**config.mk**
```make
export PLATFORM = sky130hd
export DESIGN_NAME = imem_loader_flat
export DESIGN_NICKNAME = d
export VERILOG_FILES = /design/src/rtl/imem_loader_pkg.sv /design/src/rtl/imem_loader_if.sv /design/src/rtl/imem_loader_byte_packer.sv /design/src/rtl/imem_loader.sv /design/src/flat_wrapper.sv
export SDC_FILE = /design/constraint.sdc
export NUM_CORES = 1
export LEC_CHECK = 0
export CORE_MARGIN = 3
export CORE_UTILIZATION = 45
export DETAILED_ROUTE_END_ITERATION = 8
export HOLD_SLACK_MARGIN = 0.06
export PLACE_DENSITY = 0.83
export SETUP_SLACK_MARGIN = 0.05
export SYNTH_ARGS = -nofsm -noshare
export SYNTH_HDL_FRONTEND = slang
export SYNTH_SLANG_ARGS = --single-unit
```
**constraint.sdc**
```tcl
create_clock -name clka -period 7.1 [get_ports clka]
set_clock_uncertainty 0.15 [all_clocks]
set_input_delay 1.42 -clock clka [delete_from_list [all_inputs] [get_ports clka]]
set_output_delay 1.42 -clock clka [all_outputs]
set_load 0.05 [all_outputs]
```
**src/rtl/imem_loader_pkg.sv**
```systemverilog
// Shared types and constants for the instruction-memory loader.
// The optional trailer-byte checksum is enabled with IMEM_LOADER_CHECKSUM_EN.
package imem_loader_pkg;

    localparam int BYTE_W     = 8;
    localparam int WORD_BYTES = 4;
    localparam int IDX_W      = 2;

    typedef enum logic [2:0] {
        IDLE  = 3'd0,
        LOAD  = 3'd1,
        WRITE = 3'd2,
        DONE  = 3'd3,
        CHECK = 3'd4
    } state_t;

    function automatic logic [BYTE_W-1:0] csum_add(input logic [BYTE_W-1:0] a,
                                                   input logic [BYTE_W-1:0] b);
        return a + b;
    endfunction

endpackage

```
**src/rtl/imem_loader_if.sv**
```systemverilog
// Byte-stream input and instruction-memory write port of the loader.
// master = loader side, slave = byte source / memory side.
interface imem_loader_if #(
    parameter int AW = 32
);
    logic [7:0]    rx_data;
    logic          rx_valid;
    logic          rx_ready;
    logic          wea;
    logic [AW-1:0] waddr;
    logic [31:0]   wdata;

    modport master (
        input  rx_data, rx_valid,
        output rx_ready, wea, waddr, wdata
    );

    modport slave (
        output rx_data, rx_valid,
        input  rx_ready, wea, waddr, wdata
    );
endinterface

```
**src/rtl/imem_loader_byte_packer.sv**
```systemverilog
// Little-endian byte-to-word assembler; word presents the merged value including the byte
// being accepted this cycle, and word_full flags acceptance of the last byte of a word.
module byte_packer
    import imem_loader_pkg::*;
(
    input  logic              clk,
    input  logic              rst_n,
    input  logic              clr,
    input  logic              take,
    input  logic [BYTE_W-1:0] byte_in,
    output logic [31:0]       word,
    output logic              word_full
);

    logic [IDX_W-1:0] idx;
    logic [31:0]      acc;

    always_ff @(posedge clk or negedge rst_n) begin
        if (!rst_n) begin
            idx <= '0;
            acc <= '0;
        end else if (clr) begin
            idx <= '0;
            acc <= '0;
        end else if (take) begin
            acc[{idx, 3'b000} +: BYTE_W] <= byte_in;
            idx                          <= idx + IDX_W'(1);
        end
    end

    always_comb begin
        word = acc;
        if (take) word[{idx, 3'b000} +: BYTE_W] = byte_in;
    end

    assign word_full = take && (idx == IDX_W'(WORD_BYTES - 1));

endmodule

```
**src/rtl/imem_loader.sv**
```systemverilog
// Loads a byte stream into the instruction memory one packed word at a time while stalling the CPU.
// Define IMEM_LOADER_CHECKSUM_EN to require a trailing two's-complement checksum byte.
module imem_loader
    import imem_loader_pkg::*;
#(
    parameter int DEPTH = 1024,
    parameter int AW    = 32,
    parameter int CNT_W = 16
) (
    input  logic             clka,
    input  logic             rst_n,
    input  logic             start,
    input  logic [CNT_W-1:0] word_cnt,
    input  logic [AW-1:0]    base_addr,
    input  logic             abort,
    imem_loader_if.master    bus,
    output logic             cpu_hold,
    output logic             busy,
    output logic             done,
    output logic             err
);

    state_t           state, state_nxt;
    logic [AW-1:0]    addr, waddr_r;
    logic [CNT_W-1:0] remaining;
    logic [31:0]      wdata_r, pk_word;
    logic             start_ok, take, pk_clr, word_full;

    function automatic logic [AW-1:0] wrap_inc(input logic [AW-1:0] a);
        return (a >= AW'(DEPTH - 1)) ? '0 : a + AW'(1);
    endfunction

    assign start_ok = start && (state == IDLE || state == DONE);
    assign take     = bus.rx_valid && (state == LOAD);
    assign pk_clr   = start_ok || (abort && (state == LOAD || state == WRITE));

    byte_packer u_packer (
        .clk       (clka),
        .rst_n     (rst_n),
        .clr       (pk_clr),
        .take      (take),
        .byte_in   (bus.rx_data),
        .word      (pk_word),
        .word_full (word_full)
    );

    always_ff @(posedge clka or negedge rst_n) begin
        if (!rst_n) state <= IDLE;
        else        state <= state_nxt;
    end

    always_comb begin
        state_nxt    = state;
        bus.rx_ready = 1'b0;
        bus.wea      = 1'b0;
        busy         = 1'b0;
        cpu_hold     = 1'b0;
        done         = 1'b0;
        case (state)
            IDLE, DONE: begin
                done = (state == DONE);
                if (start) state_nxt = (word_cnt == '0) ? DONE : LOAD;
            end
            LOAD: begin
                bus.rx_ready = 1'b1;
                busy         = 1'b1;
                cpu_hold     = 1'b1;
                if (abort)          state_nxt = IDLE;
                else if (word_full) state_nxt = WRITE;
            end
            WRITE: begin
                bus.wea  = 1'b1;
                busy     = 1'b1;
                cpu_hold = 1'b1;
                if (abort) state_nxt = IDLE;
                else if (remaining == CNT_W'(1)) begin
`ifdef IMEM_LOADER_CHECKSUM_EN
                    state_nxt = CHECK;
`else
                    state_nxt = DONE;
`endif
                end else state_nxt = LOAD;
            end
`ifdef IMEM_LOADER_CHECKSUM_EN
            CHECK: begin
                bus.rx_ready = 1'b1;
                cpu_hold     = 1'b1;
                if (bus.rx_valid) state_nxt = DONE;
            end
`endif
            default: state_nxt = IDLE;
        endcase
    end

    // Write-port registers capture on the 4th byte so they hold steady between writes
    always_ff @(posedge clka or negedge rst_n) begin
        if (!rst_n) begin
            addr      <= '0;
            remaining <= '0;
            waddr_r   <= '0;
            wdata_r   <= '0;
        end else begin
            if (start_ok) begin
                addr      <= base_addr;
                remaining <= word_cnt;
            end else if (state == WRITE) begin
                addr      <= wrap_inc(addr);
                remaining <= remaining - CNT_W'(1);
            end
            if (state == LOAD && word_full && !abort) begin
                waddr_r <= addr;
                wdata_r <= pk_word;
            end
        end
    end

    assign bus.waddr = waddr_r;
    assign bus.wdata = wdata_r;

`ifdef IMEM_LOADER_CHECKSUM_EN
    logic [BYTE_W-1:0] sum;
    logic              err_r;

    always_ff @(posedge clka or negedge rst_n) begin
        if (!rst_n) begin
            sum   <= '0;
            err_r <= 1'b0;
        end else if (start_ok) begin
            sum   <= '0;
            err_r <= 1'b0;
        end else begin
            if (take) sum <= csum_add(sum, bus.rx_data);
            if (state == CHECK && bus.rx_valid)
                err_r <= (csum_add(sum, bus.rx_data) != 8'd0);
        end
    end

    assign err = err_r;
`else
    assign err = 1'b0;
`endif

endmodule

```
**src/flat_wrapper.sv**
```systemverilog
// flat-port wrapper written by rule: the top's interface ports become plain ports
module imem_loader_flat import imem_loader_pkg::*;
#(
    parameter int DEPTH = 1024,
    parameter int AW    = 32,
    parameter int CNT_W = 16
)
  (clka, rst_n, start, word_cnt, base_addr, abort, cpu_hold, busy, done, err, bus_rx_data, bus_rx_valid, bus_rx_ready, bus_wea, bus_waddr, bus_wdata);
  imem_loader_if #(.AW(AW)) bus_i ();
  input  logic clka;
  input  logic rst_n;
  input  logic start;
  input  logic [CNT_W-1:0] word_cnt;
  input  logic [AW-1:0] base_addr;
  input  logic abort;
  output logic cpu_hold;
  output logic busy;
  output logic done;
  output logic err;
  input wire logic [$bits(bus_i.rx_data)-1:0] bus_rx_data;
  input wire logic [$bits(bus_i.rx_valid)-1:0] bus_rx_valid;
  output wire logic [$bits(bus_i.rx_ready)-1:0] bus_rx_ready;
  output wire logic [$bits(bus_i.wea)-1:0] bus_wea;
  output wire logic [$bits(bus_i.waddr)-1:0] bus_waddr;
  output wire logic [$bits(bus_i.wdata)-1:0] bus_wdata;
  assign bus_i.rx_data = bus_rx_data;
  assign bus_i.rx_valid = bus_rx_valid;
  assign bus_rx_ready = bus_i.rx_ready;
  assign bus_wea = bus_i.wea;
  assign bus_waddr = bus_i.waddr;
  assign bus_wdata = bus_i.wdata;
  imem_loader #(.DEPTH(DEPTH), .AW(AW), .CNT_W(CNT_W)) u_core (.clka(clka), .rst_n(rst_n), .start(start), .word_cnt(word_cnt), .base_addr(base_addr), .abort(abort), .bus(bus_i), .cpu_hold(cpu_hold), .busy(busy), .done(done), .err(err));
endmodule
```
==> results.py, run 1 <==
metrics = {
    "timing": {
        "fmax_ghz": 0.256,
        "report.final.slew_viol_count": 0,
        "layout_min_cycle_time_ns": 3.90,
        "timing.final.hold_violations": 0,
        "fin_crit_sh_pct": 55.0,
        "worstMarginPinSlew_ns": 1.02,
        "tns_ns": 0,
        "max_slew_margin_pct": 32.2,
        "finalSetupViolCount": 0,
        "rsz0062_at_grt": "no",
    },
    "detailed_routing": {
        "wl_um": 15900,
        "ant_nets": 0,
        "avgViaCountPerCell": 5.71,
        "drcViolationCount": 0,
        "first_pass_iters": 5,
        "vias": 5055,
        "wl_per_cell_um": 17.9,
        "drt_iter0_markers": 390,
    },
    "floorplanning": {
        "core-area_um2": 13300,
        "rows": 42,
        "initial_core_util_pct": 46.2,
        "die-width_um": 123,
        "die_y_um": 123,
        "io_pins": 131,
        "die_area_um2": 15200,
    },
    "clock_network": {
        "cts_buffer_depth": 2,
        "numClockSinks": 140,
        "cts_tree": "yes",
        "cts_buffers": 17,
        "cts_root_buf": "clkbuf_16",
        "postCtsHoldBufs": 0,
        "clk_pin_slew_worst_paths_ns": 0.06,
        "cts.htree.levels": 4,
        "worstSkewPairLatency_ns": 0.42,
        "postCtsSetupRepairBufs": 0,
        "cts_resized": 0,
    },
    "synth": {
        "ys_types": 53,
        "seq_area_frac_synth_pct": 56.8,
        "synthesis.area_um2": 6170,
        "synth.most_common_cell": "dfrtp_1",
        "avgSynthCellArea_um2": 10.7,
        "synth_top_cell_area_share_pct": 56.8,
        "synth-edff-count": 0,
        "async_flop_share_pct": 100,
        "ys_top_cells_by_count": "dfrtp_1, nand2_1, o21ai_0, nor2_1, mux2_2",
        "synth_fp_nets": 649,
        "ys.flop_type": "dfrtp_1",
        "synth_area_leader_cell": "dfrtp_1",
        "synth_area_leaders": "dfrtp_1, mux2_2, o21ai_0",
        "synth_warnings": 0,
        "synth-seq-cells": 140,
        "synthCells": 577,
    },
    "power": {
        "p_per_area_nw_per_um2": 348,
        "power_frac_clock_pct": 28.9,
        "irDropWorstVdd_v": 0.000243,
        "leakagePower_nw": 3.47,
        "switching_share_pct": 37.4,
        "combPwrFrac_pct": 30.9,
        "pwr-share-seq_pct": 40.3,
        "p_switching_mw": 1.06,
        "intPower_mw": 1.77,
    },
    "global_route": {
        "grt_pass1_wl_um": 25600,
        "grt_overflow_total": 0,
        "grt_pass1_vias": 5140,
        "grt_max_degree": 75,
        "antenna_found_initial": 0,
        "grt_usage_pct": 21.8,
    },
    "setup_path": {
        "required_ns": 5.53,
        "worstSetupPathType": "reg -> out",
        "critPathLaunchType": "flop",
        "critPathCaptureType": "output port",
        "cp.arrival_ns": 2.33,
        "worstPathMaxFanout": 8,
    },
    "min_path": {
        "hold_class": "reg -> reg",
    },
    "placed_design": {
        "post_dp_cell_area_um2": 7580,
        "routabilityCongestion": 0.849,
        "io_buffer_count": 129,
        "dp_hpwl_um": 11200,
    },
    "cells_and_area": {
        "antenna_cells": 0,
        "drive_above_1_share_pct": 11.6,
        "design_area_um2": 8130,
        "area_delta_synth_final_pct": 31.7,
        "fin_nets": 768,
    },
    "status": {
        "outcome": "finished clean",
    },
    "flow_run": {
        "maxCapViolCount": 0,
    },
}
-- worst max-delay path, cell delays in order, from the launching register on --
cell and delay (ns):
dfrtp_1 0.39, inv_1 0.07, ha_1 0.41, inv_1 0.18, clkdlybuf4s50_1 0.87
-- final timing paths --
check	end	start	slack [ns]	depth (start not counted)
setup / recovery	cpu_hold	u_core.state[0]	3.20	4
hold / removal	u_core.bus.wdata[28]	u_core.bus.wdata[28]	0.33	2
setup reg to reg	u_core.bus.waddr[23]	u_core.state[1]	4.32	6
hold reg to reg	u_core.bus.wdata[28]	u_core.bus.wdata[28]	0.33	2
max in group asynchronous	u_core.addr[8]	rst_n	4.65	2
min in group asynchronous	u_core.bus.wdata[30]	rst_n	0.86	1
-- metrics by stage --
stage	setup WS (ns)	total power, mW	hold WS [ns]	util, %	cells
4_1_cts	3.16	2.84	0.335	60.9	885
2_1_floorplan	4.08	1.73	0.334	-	577
5_1_grt	3.10	2.99	0.351	60.9	885
3_5_place_dp	3.17	2.02	0.322	56.8	853
3_3_place_gp	3.24	1.97	0.313	56.8	853
6_report	3.20	2.83	0.333	60.9	885
-- flip-flops by register name, indices dropped and copies added, names as in the netlist --
signal / count
u_core.bus.wdata: 32
u_core.u_packer.acc: 24
u_core.remaining: 16
u_core.u_packer.idx: 2
u_core.addr: 32
u_core.state: 2
u_core.bus.waddr: 32
-- cells by family after synthesis --
family          synth area share (%)
compound gates                  14.4
xor+xnor                        2.13
fa+ha+maj                       2.23
buf+inv                         2.98
flops                           56.8
mux                             5.64
other cells                   0.0608
simple gates                    15.8
-- metal layers --
metal | wire length, um | part of all wire [%] | vias up | track usage, %
li1 | - | - | 2324 | -
met1 | 6740 | 43 | 2491 | 28.5
met2 | 7660 | 48 | 208 | 34.7
met3 | 1110 | 7.0 | 32 | 5.86
met4 | 341 | 2.2 | 0 | 8.93
met5 | 0 | 0 | - | 0
-- power by group through the flow --
stage	Combinational [mW]	Clock [mW]	Sequential, mW
after global placement	0.837	0	1.13
after floorplan	0.586	0	1.14
after global routing	0.969	0.862	1.16
final	0.874	0.817	1.14
after CTS	0.878	0.827	1.14
after detailed placement	0.872	0	1.15
-- area by class of cell --
| cell class | instances | area, um2 |
|---|---|---|
| tap | 176 | 220 |
| fill | 1098 | 5220 |
| clock buffer | 22 | 484 |
| timing repair buffer | 133 | 1320 |
| sequential | 140 | 3500 |
| multi-input combinational | 393 | 2490 |
| clock inverter | 10 | 66.3 |
| inverter | 11 | 41.3 |
-- cell usage in the layout, fill, tap and decap left out, types with 4 or more instances in the layout --
cell type        Yosys  final
nand2_1             85     84
nor3_1               9      9
buf_4                2      4
clkbuf_8             0      4
mux2_2              30     30
a21oi_1              5      4
nand4_1              7      7
a41oi_1              4      4
xnor2_1             10     10
nor2_1              39     39
a31oi_1             10     10
dfrtp_1            140    140
clkdlybuf4s50_1      0    128
nor4_1              11     11
clkinv_2             0      4
and3_1               7      7
nor4b_2              4      4
nand3_1             15     15
a22oi_1             25     25
xor2_1               5      5
ha_1                11     11
a22o_1              11     11
o21ai_0             64     64
clkbuf_16            0     17
inv_1               11     11
clkinvlp_4           0      5
(Power assumes the default switching activity.)
==> run 2: changes to the inputs <==
--- a/config.mk
+++ b/config.mk
@@ -9,7 +9,7 @@
 export CORE_UTILIZATION = 45
 export DETAILED_ROUTE_END_ITERATION = 8
 export HOLD_SLACK_MARGIN = 0.06
-export PLACE_DENSITY = 0.83
+export PLACE_DENSITY = 0.86
 export SETUP_SLACK_MARGIN = 0.05
 export SYNTH_ARGS = -nofsm -noshare
 export SYNTH_HDL_FRONTEND = slang
==> constraint.sdc (replaced) <==
create_clock -name clka -period 3.5 [get_ports clka]
set_clock_uncertainty 0.15 [all_clocks]
set_input_delay 0.7 -clock clka [delete_from_list [all_inputs] [get_ports clka]]
set_output_delay 0.7 -clock clka [all_outputs]
set_load 0.05 [all_outputs]
==> results.py, run 2 (synthesis gave the netlist of run 1 again) <==
metrics = {
    "status": {
        "outcome": "finished clean",
    },
    "cells_and_area": {
        "drive_above_1_share_pct": 11.8,
        "nFillCells": 1086,
        "design_area_um2": 8190,
        "area_delta_synth_final_pct": 32.7,
        "final_common_cell": "dfrtp_1",
        "mostFrequentLayoutCells": "dfrtp_1, clkdlybuf4s50_1, nand2_1, o21ai_0, nor2_1",
        "antenna_cells": 0,
        "multi_input_area_um2": 2490,
        "seqCellArea_um2": 3500,
        "fin_nets": 770,
    },
    "global_route": {
        "grt_usage_pct": 22.0,
        "grt_max_degree": 90,
        "met2_usage_pct": 36.3,
        "busiest_layer": "met2",
        "grt_pass1_wl_um": 26100,
        "grt_pass1_vias": 5148,
        "antenna_found_initial": 0,
        "met1_usage_pct": 28.9,
        "use_met3_pct": 4.94,
        "grt_overflow_total": 0,
    },
    "setup_path": {
        "cp.arrival_ns": 2.28,
        "required_ns": 2.65,
        "cp_num_buf_inv": 3,
        "worstSetupPathType": "reg -> out",
        "worst_path_max_delay_cell": "clkdlybuf4s50_1",
        "slowest_delay_ns": 0.83,
        "critPathLaunchType": "flop",
        "crit_start": "u_core.state[0]",
        "critPathCaptureType": "output port",
        "crit_path_frequent_cell": "inv_1",
        "reg2reg_from": "u_core.state[1]",
        "critPathTopFamily": "buffers and inverters",
        "worstPathMaxFanout": 8,
        "cp_cell_sequence": "inv_1 > ha_1 > inv_1 > clkdlybuf4s50_1",
    },
    "clock_network": {
        "worstSkewPairLatency_ns": 0.41,
        "numClockSinks": 140,
        "cts.htree.levels": 4,
        "cts_buffers": 17,
        "cts_root_buf": "clkbuf_16",
        "clk_pin_slew_worst_paths_ns": 0.06,
        "cts_tree": "yes",
        "postCtsHoldBufs": 0,
        "cts_buffer_depth": 2,
        "cts_resized": 0,
        "postCtsSetupRepairBufs": 0,
    },
    "floorplanning": {
        "die-width_um": 123,
        "core-area_um2": 13300,
        "rows": 42,
        "io_pins": 131,
        "initial_core_util_pct": 46.2,
        "die_y_um": 123,
        "die_area_um2": 15200,
    },
    "timing": {
        "max_slew_margin_pct": 31.5,
        "report.final.slew_viol_count": 0,
        "fin_crit_sh_pct": 89.4,
        "fmax_ghz": 0.320,
        "timing.final.hold_violations": 0,
        "rsz0062_at_grt": "no",
        "tns_ns": 0,
        "worstMarginPinSlew_ns": 1.03,
        "layout_min_cycle_time_ns": 3.13,
        "finalSetupViolCount": 0,
    },
    "placed_design": {
        "routabilityCongestion": 0.884,
        "post_dp_cell_area_um2": 7620,
        "dp_hpwl_um": 11200,
        "io_buffer_count": 129,
    },
    "detailed_routing": {
        "avgViaCountPerCell": 5.79,
        "drt_iter0_markers": 495,
        "wl_um": 16200,
        "vias": 5133,
        "first_pass_iters": 6,
        "drcViolationCount": 0,
        "wl_per_cell_um": 18.3,
        "ant_nets": 0,
    },
    "flow_run": {
        "maxCapViolCount": 0,
    },
    "min_path": {
        "hold_class": "in -> async",
    },
    "power": {
        "leakagePower_nw": 3.49,
        "irDropWorstVdd_v": 0.000400,
        "p_per_area_nw_per_um2": 713,
    },
}
## run 2: final timing paths
path	to	slack, ns	cells after the start
worst max-delay path	cpu_hold	0.37	4
worst min-delay path	u_core.bus.wdata[30]	0.21	1
worst max register to register	u_core.bus.wdata[15]	0.75	6
worst min register to register	u_core.bus.wdata[27]	0.33	2
max in group asynchronous	u_core.addr[7]	2.25	2
min in group clka	u_core.bus.wdata[27]	0.33	2
## run 2: metrics by stage
step | cells | total power [mW] | hold WS, ns | utilization, % | setup slack, ns
after floorplan | 577 | 3.50 | 0.254 | - | 0.869
after global placement | 855 | 4.00 | 0.313 | 57.1 | 0.691
after detailed placement | 855 | 4.10 | 0.320 | 57.1 | 0.484
after CTS | 887 | 5.86 | 0.241 | 61.4 | 0.341
after global routing | 887 | 6.18 | 0.269 | 61.4 | 0.247
final | 887 | 5.84 | 0.215 | 61.4 | 0.370
## run 2: power breakdown
group / switching [mW] / total, mW / leakage, nW / internal, mW
combinational: 1.11 / 1.79 / 1.35 / 0.681
sequential: 0.373 / 2.32 / 1.88 / 1.95
clock: 0.719 / 1.73 / 0.270 / 1.01
total: 2.20 / 5.84 / 3.49 / 3.64
## run 2: routing by layer
metal | up-vias | routed length (um)
met5 | - | 0
met4 | 0 | 327
met3 | 35 | 1110
met2 | 254 | 8050
met1 | 2511 | 6760
li1 | 2333 | -
## run 2: area by class of cell
class	count	share of cell area, %
flip-flops and latches	140	42.8
multi-input cells	393	30.4
well taps	176	2.69
clock inverters	13	1.57
clock buffers	19	5.41
inverters	11	0.504
repair buffers	135	16.6
## run 2: worst reg2reg max path: stages (launching register included)
cell and delay, ns:
dfrtp_1 0.41, inv_1 0.08, ha_1 0.37, nand3_1 0.40, nor4b_2 0.79, a22oi_1 0.22, o21ai_0 0.23
